### config.mk
export PLATFORM = sky130hd
export DESIGN_NAME = hid_bus_master_flat
export DESIGN_NICKNAME = d
export VERILOG_FILES = /design/src/rtl/hid_bus_master_if.sv /design/src/rtl/hid_bus_master.sv /design/src/flat_wrapper.sv
export SDC_FILE = /design/constraint.sdc
export NUM_CORES = 1
export LEC_CHECK = 0
export CAP_MARGIN = 40
export CORE_MARGIN = 4
export CORE_UTILIZATION = 45
export CTS_BUF_LIST = sky130_fd_sc_hd__clkbuf_4 sky130_fd_sc_hd__clkbuf_8 sky130_fd_sc_hd__clkbuf_16
export DETAILED_ROUTE_END_ITERATION = 6
export PLACE_DENSITY = 0.78
export SKIP_CTS_REPAIR_TIMING = 1
export SLEW_MARGIN = 25
export SYNTH_ARGS = -nofsm -noshare
export SYNTH_HDL_FRONTEND = slang
export SYNTH_SLANG_ARGS = --single-unit
### constraint.sdc
create_clock -name msoc_clk -period 2.5 [get_ports msoc_clk]
set_input_delay 0.5 -clock msoc_clk [delete_from_list [all_inputs] [get_ports msoc_clk]]
set_output_delay 0.5 -clock msoc_clk [all_outputs]
set_load 0.03 [all_outputs]
### src/rtl/hid_bus_master_if.sv
// Command, response and hid_* bus signals of the peripheral bus master.
// The master modport is the initiator's view; slave is the view of whoever drives commands and bus data.
interface hid_bus_master_if;
    logic        cmd_valid;
    logic        cmd_ready;
    logic        cmd_write;
    logic [17:0] cmd_addr;
    logic [7:0]  cmd_be;
    logic [63:0] cmd_wdata;
    logic        rsp_valid;
    logic        rsp_ready;
    logic [63:0] rsp_data;
    logic        hid_en;
    logic [7:0]  hid_we;
    logic [17:0] hid_addr;
    logic [63:0] hid_wrdata;
    logic [63:0] hid_rddata;
    logic        busy;

    modport master (
        input  cmd_valid, cmd_write, cmd_addr, cmd_be, cmd_wdata, rsp_ready, hid_rddata,
        output cmd_ready, rsp_valid, rsp_data, hid_en, hid_we, hid_addr, hid_wrdata, busy
    );

    modport slave (
        output cmd_valid, cmd_write, cmd_addr, cmd_be, cmd_wdata, rsp_ready, hid_rddata,
        input  cmd_ready, rsp_valid, rsp_data, hid_en, hid_we, hid_addr, hid_wrdata, busy
    );
endinterface

### src/rtl/hid_bus_master.sv
// Single-initiator hid_* bus master: registered bus strobes, fixed-latency read capture,
// in-order response FIFO guarded by a read credit counter.
module hid_bus_master #(
    parameter int unsigned RD_LATENCY = 1,
    parameter int unsigned RESP_DEPTH = 4
) (
    input logic              msoc_clk,
    input logic              rstn,
    hid_bus_master_if.master bus
);
    localparam int unsigned PW = $clog2(RESP_DEPTH);
    localparam int unsigned CW = $clog2(RESP_DEPTH + 1);
    localparam logic [CW-1:0] DEPTH_C = CW'(RESP_DEPTH);

    logic [CW-1:0]     r_pending;
    logic [CW-1:0]     w_pending_next;
    logic [CW-1:0]     r_count;
    logic [CW-1:0]     w_count_next;
    logic [PW-1:0]     r_wr_ptr;
    logic [PW-1:0]     r_rd_ptr;
    logic [63:0]       r_mem [RESP_DEPTH];
    logic [RD_LATENCY:0] r_rd_track;
    logic              r_hid_en;
    logic [7:0]        r_hid_we;
    logic [17:0]       r_hid_addr;
    logic [63:0]       r_hid_wrdata;
    logic              r_busy;

    logic w_cmd_ready;
    logic w_accept;
    logic w_rd_accept;
    logic w_push;
    logic w_pop;
    logic w_rsp_valid;

    // Credits bound reads in flight plus FIFO occupancy, so ready never looks at inputs.
    assign w_cmd_ready = (r_pending < DEPTH_C);
    assign w_accept    = bus.cmd_valid & w_cmd_ready;
    assign w_rd_accept = w_accept & ~bus.cmd_write;
    assign w_rsp_valid = (r_count != '0);
    assign w_pop       = w_rsp_valid & bus.rsp_ready;
    // Bit 0 marks the hid_en read cycle; bit RD_LATENCY marks the cycle hid_rddata is valid.
    assign w_push      = r_rd_track[RD_LATENCY];

    always_comb begin
        w_pending_next = r_pending;
        if (w_rd_accept && !w_pop)
            w_pending_next = r_pending + CW'(1);
        else if (!w_rd_accept && w_pop)
            w_pending_next = r_pending - CW'(1);
    end

    always_comb begin
        w_count_next = r_count;
        if (w_push && !w_pop)
            w_count_next = r_count + CW'(1);
        else if (!w_push && w_pop)
            w_count_next = r_count - CW'(1);
    end

    always_ff @(posedge msoc_clk) begin
        if (!rstn) begin
            r_hid_en     <= 1'b0;
            r_hid_we     <= '0;
            r_hid_addr   <= '0;
            r_hid_wrdata <= '0;
        end else if (w_accept) begin
            r_hid_en   <= 1'b1;
            r_hid_addr <= bus.cmd_addr;
            r_hid_we   <= bus.cmd_write ? bus.cmd_be : '0;
            if (bus.cmd_write)
                r_hid_wrdata <= bus.cmd_wdata;
        end else begin
            r_hid_en <= 1'b0;
            r_hid_we <= '0;
        end
    end

    always_ff @(posedge msoc_clk) begin
        if (!rstn) begin
            r_rd_track <= '0;
            r_pending  <= '0;
            r_busy     <= 1'b0;
            r_count    <= '0;
            r_wr_ptr   <= '0;
            r_rd_ptr   <= '0;
        end else begin
            r_rd_track <= {r_rd_track[RD_LATENCY-1:0], w_rd_accept};
            r_pending  <= w_pending_next;
            r_busy     <= (w_pending_next != '0);
            r_count    <= w_count_next;
            if (w_push)
                r_wr_ptr <= r_wr_ptr + PW'(1);
            if (w_pop)
                r_rd_ptr <= r_rd_ptr + PW'(1);
        end
    end

    always_ff @(posedge msoc_clk) begin
        if (w_push)
            r_mem[r_wr_ptr] <= bus.hid_rddata;
    end

    ap_no_overflow: assert property (@(posedge msoc_clk) disable iff (!rstn)
        !(w_push && r_count == DEPTH_C));

    assign bus.cmd_ready  = w_cmd_ready;
    assign bus.rsp_valid  = w_rsp_valid;
    assign bus.rsp_data   = w_rsp_valid ? r_mem[r_rd_ptr] : '0;
    assign bus.hid_en     = r_hid_en;
    assign bus.hid_we     = r_hid_we;
    assign bus.hid_addr   = r_hid_addr;
    assign bus.hid_wrdata = r_hid_wrdata;
    assign bus.busy       = r_busy;
endmodule

### src/flat_wrapper.sv
// flat-port wrapper written by rule: the top's interface ports become plain ports
module hid_bus_master_flat 
#(
    parameter int unsigned RD_LATENCY = 1,
    parameter int unsigned RESP_DEPTH = 4
)
  (msoc_clk, rstn, bus_cmd_valid, bus_cmd_write, bus_cmd_addr, bus_cmd_be, bus_cmd_wdata, bus_rsp_ready, bus_hid_rddata, bus_cmd_ready, bus_rsp_valid, bus_rsp_data, bus_hid_en, bus_hid_we, bus_hid_addr, bus_hid_wrdata, bus_busy);
  hid_bus_master_if bus_i ();
  input logic msoc_clk;
  input logic rstn;
  input wire logic [$bits(bus_i.cmd_valid)-1:0] bus_cmd_valid;
  input wire logic [$bits(bus_i.cmd_write)-1:0] bus_cmd_write;
  input wire logic [$bits(bus_i.cmd_addr)-1:0] bus_cmd_addr;
  input wire logic [$bits(bus_i.cmd_be)-1:0] bus_cmd_be;
  input wire logic [$bits(bus_i.cmd_wdata)-1:0] bus_cmd_wdata;
  input wire logic [$bits(bus_i.rsp_ready)-1:0] bus_rsp_ready;
  input wire logic [$bits(bus_i.hid_rddata)-1:0] bus_hid_rddata;
  output wire logic [$bits(bus_i.cmd_ready)-1:0] bus_cmd_ready;
  output wire logic [$bits(bus_i.rsp_valid)-1:0] bus_rsp_valid;
  output wire logic [$bits(bus_i.rsp_data)-1:0] bus_rsp_data;
  output wire logic [$bits(bus_i.hid_en)-1:0] bus_hid_en;
  output wire logic [$bits(bus_i.hid_we)-1:0] bus_hid_we;
  output wire logic [$bits(bus_i.hid_addr)-1:0] bus_hid_addr;
  output wire logic [$bits(bus_i.hid_wrdata)-1:0] bus_hid_wrdata;
  output wire logic [$bits(bus_i.busy)-1:0] bus_busy;
  assign bus_i.cmd_valid = bus_cmd_valid;
  assign bus_i.cmd_write = bus_cmd_write;
  assign bus_i.cmd_addr = bus_cmd_addr;
  assign bus_i.cmd_be = bus_cmd_be;
  assign bus_i.cmd_wdata = bus_cmd_wdata;
  assign bus_i.rsp_ready = bus_rsp_ready;
  assign bus_i.hid_rddata = bus_hid_rddata;
  assign bus_cmd_ready = bus_i.cmd_ready;
  assign bus_rsp_valid = bus_i.rsp_valid;
  assign bus_rsp_data = bus_i.rsp_data;
  assign bus_hid_en = bus_i.hid_en;
  assign bus_hid_we = bus_i.hid_we;
  assign bus_hid_addr = bus_i.hid_addr;
  assign bus_hid_wrdata = bus_i.hid_wrdata;
  assign bus_busy = bus_i.busy;
  hid_bus_master #(.RD_LATENCY(RD_LATENCY), .RESP_DEPTH(RESP_DEPTH)) u_core (.msoc_clk(msoc_clk), .rstn(rstn), .bus(bus_i));
endmodule
==> impl_metrics.toml <==
[routing]
drt-initial-drc-count = 418
drt_first_pass_iters = 5
post_drt_wl_per_cell_microns = 19.7
vias = 8213
postRouteAntennaNets = 0
via_per_inst = 5.09
drc = 0
totalWireLength_microns = 31800

[logic_synthesis]
synth-edff-count = 256
yosysMostFrequentCell = "edfxtp_1"
ys.flop_type = "edfxtp_1"
synth_warnings = 0
async_reset_ff_share_pct = 0
synthAdderAreaFrac_pct = 0.872
ys_seq_elements = 362
syn-num-nets = 1022
syn_area_sq_um = 13500
synth.mux.area_fraction_pct = 10.8
synth_top_area_share_pct = 57.0
synth.avg_cell_area_sq_um = 15.8
synthSimpleGateAreaFrac_pct = 9.17
synth_xor_area_share_pct = 0.455
netlist_top_cells_count = "edfxtp_1, nand2_1, dfxtp_1"
synth_top_cell_by_area = "edfxtp_1"
synth_compound_area_share_pct = 3.58
synth_top_family_by_area = "multiplexers"
synth_cell_type_count = 35
ys_seq_area_share_pct = 72.8
yosys-top-cells-area = "edfxtp_1, dfxtp_1, mux4_2"
synth_cells = 855

[clock_network]
clock_sinks = 362
clk_latency_ps = 520
cts_root_buf = "clkbuf_16"
cts-htree-levels = 2
clk_path_buf_depth = 3
clk_pin_slew_worst_paths_ps = 60
cts_inserted_buffers = 39
cts_tree = "built"

[die]
dieArea_sq_um = 32800
initial_core_util_pct = 45.6
die_h_microns = 181
core_area_sq_um = 29600
ios = 317
rows = 63
die_x_microns = 181

[hold_path]
hold_end = "u_core.r_rd_track[1]$_SDFF_PN0_"
min_path_cells = 1
hold_start = "u_core.r_rd_track[0]$_SDFF_PN0_"
hp-class = "reg2reg"

[grt]
grt-ovfl-total = 0
grt_pass1_wl_microns = 49600
first_global_vias = 8748
track_usage_pct = 19.1
grt_start_max_net_pins = 65
antenna_found_initial = 1

[placed_design]
dp_cells = 1542
gp_congestion = 0.788
hpwl_microns = 21500
preCtsSetupSlack_ps = -45.5
port_buffers = 316
placed_cell_area_sq_um = 17200

[sta]
fin_hold_ws_ps = 430
final.setup_skew_ps = 11.8
finalSetupTns_ps = -624
fin_crit_sh_pct = 102
slew_viol_final = 0
fmax_ghz = 0.391
rsz0062_at_grt = "yes"
relSlewSlack_pct = 51.0
hold_viol_final = 0
fin_crit_ps = 2560
worst_slack_ps = -57.3
worst_slew_pin_slew_ps = 733
setup_viol = 33

[setup_path]
crit_family = "multiplexers"
critPathKind = "reg2out"
reg2reg_from = "u_core.r_count[0]$_SDFFE_PN0P_"
r2r-end = "u_core.r_count[2]$_SDFFE_PN0P_"
cp_cell_sequence = "buf_4 > buf_8 > mux4_2 > and2_1 > buf_2"
reg2reg_slack_ps = 340
worstPathMaxFanout = 5
slowest_stage = "mux4_2"
critical_path.max_stage_delay_ps = 500
worst_ep_arrival_time_ps = 2060
worst_setup_path_start_kind = "register"
required_ps = 2000
path_buf_inv = 3
end_kind = "output port"
reg2reg_depth = 8

[layout]
drive_above_1_share_pct = 20.3
layout.nets = 1361
area_growth_pct = 36.5
final_design_area_no_fill_sq_um = 18400
fin_cells = 1613
n_antenna_cell = 0

[flow_run]
drv_cap = 0

[pwr]
leakage_nw = 6.40
p_per_area_nw_per_um2 = 1030
vdd_ir_drop_max_mv = 0.575

[outcome]
violations = "negative setup slack"
status = "finished with violations"
## per-layer routing
layer / part of all wire (%) / wire (microns) / vias up / global-route usage (%)
met3: 9.5 / 3010 / 48 / 6.91
met2: 50 / 15900 / 320 / 33.0
met4: 2.0 / 635 / 2 / 4.44
li1: - / - / 3808 / -
met1: 38 / 12200 / 4035 / 23.1
met5: 0.041 / 13 / - / 0
## layout make-up
cell class	instances	area (sq um)
fillers	2167	11200
flip-flops and latches	362	9820
multi-input cells	436	3390
repair buffers	345	3290
clock buffers	49	1100
well taps	390	488
clock inverters	21	280
inverters	10	37.5
## worst register-to-register path, delay by kind of cell (launching register included)
kind	cells	cell delay [ps]
flops	1	310
fa+ha+maj	2	620
compound gates	2	370
buf+inv	2	210
simple gates	1	410
xor+xnor	1	180
## logic make-up after synthesis
group	after synthesis
DFF	362
and+or+nand+nor	264
AOI/OAI and AO/OA	90
muxes	66
buffers and inverters	57
adders and majority gates	9
xor gates and xnor gates	7
## how the worst max path moves through the flow
stage | startpoint | to | slack, ps | cells past startpoint
2_1_floorplan | u_core.r_wr_ptr[0]$_SDFFE_PN0P_ | u_core.r_mem[2][0]$_DFFE_PP_ | 20 | 3
3_3_place_gp | bus_rsp_ready | u_core.r_count[2]$_SDFFE_PN0P_ | -9 | 8
3_5_place_dp | bus_rsp_ready | u_core.r_count[2]$_SDFFE_PN0P_ | -50 | 8
4_1_cts | register | bus_rsp_data[59] | -510 | 4
5_1_grt | register | bus_rsp_data[56] | -140 | 4
6_report | register | bus_rsp_data[14] | -60 | 5
## stage by stage
step	power (mW)	utilization [%]
2_1_floorplan	11.0	-
3_3_place_gp	13.6	58.4
3_5_place_dp	13.7	58.4
4_1_cts	19.7	63.0
5_1_grt	19.9	62.3
6_report	19.0	62.3
## report_power, final
group | total, mW | switching [mW] | internal (mW)
combinational | 6.20 | 3.63 | 2.57
clock | 6.01 | 2.26 | 3.75
sequential | 6.83 | 0.167 | 6.66
total | 19.0 | 6.06 | 13.0
## placed cells by master, fill, tap and decap left out, types with 2 or more instances in the layout
master and instances:
ha_1 7, dfxtp_1 104, nand3_1 2, and2_4 11
xor2_1 4, mux2i_1 2, and2_1 66, o21ai_0 2
bufinv_16 6, a21oi_1 84, inv_1 9, dfxtp_4 2
clkinv_8 2, buf_12 14, clkbuf_8 2, buf_2 56
nor2_1 9, nand2_1 165, clkinv_1 3, clkinv_2 7
buf_4 14, mux4_2 64, clkdlybuf4s50_1 251, xnor2_1 3
clkinvlp_4 2, edfxtp_1 256, clkbuf_16 41, clkbuf_4 6
buf_6 7
## sequential cells by signal, indices dropped and copies added (netlist names), named ones only
signal	flops
u_core.bus.busy	1
u_core.bus.hid_addr	18
u_core.bus.hid_en	1
u_core.bus.hid_we	8
u_core.bus.hid_wrdata	64
u_core.r_count	3
u_core.r_mem	256
u_core.r_pending	3
u_core.r_rd_ptr	2
u_core.r_rd_track	2
u_core.r_wr_ptr	2
No activity file was read; power rests on OpenSTA's default activity.
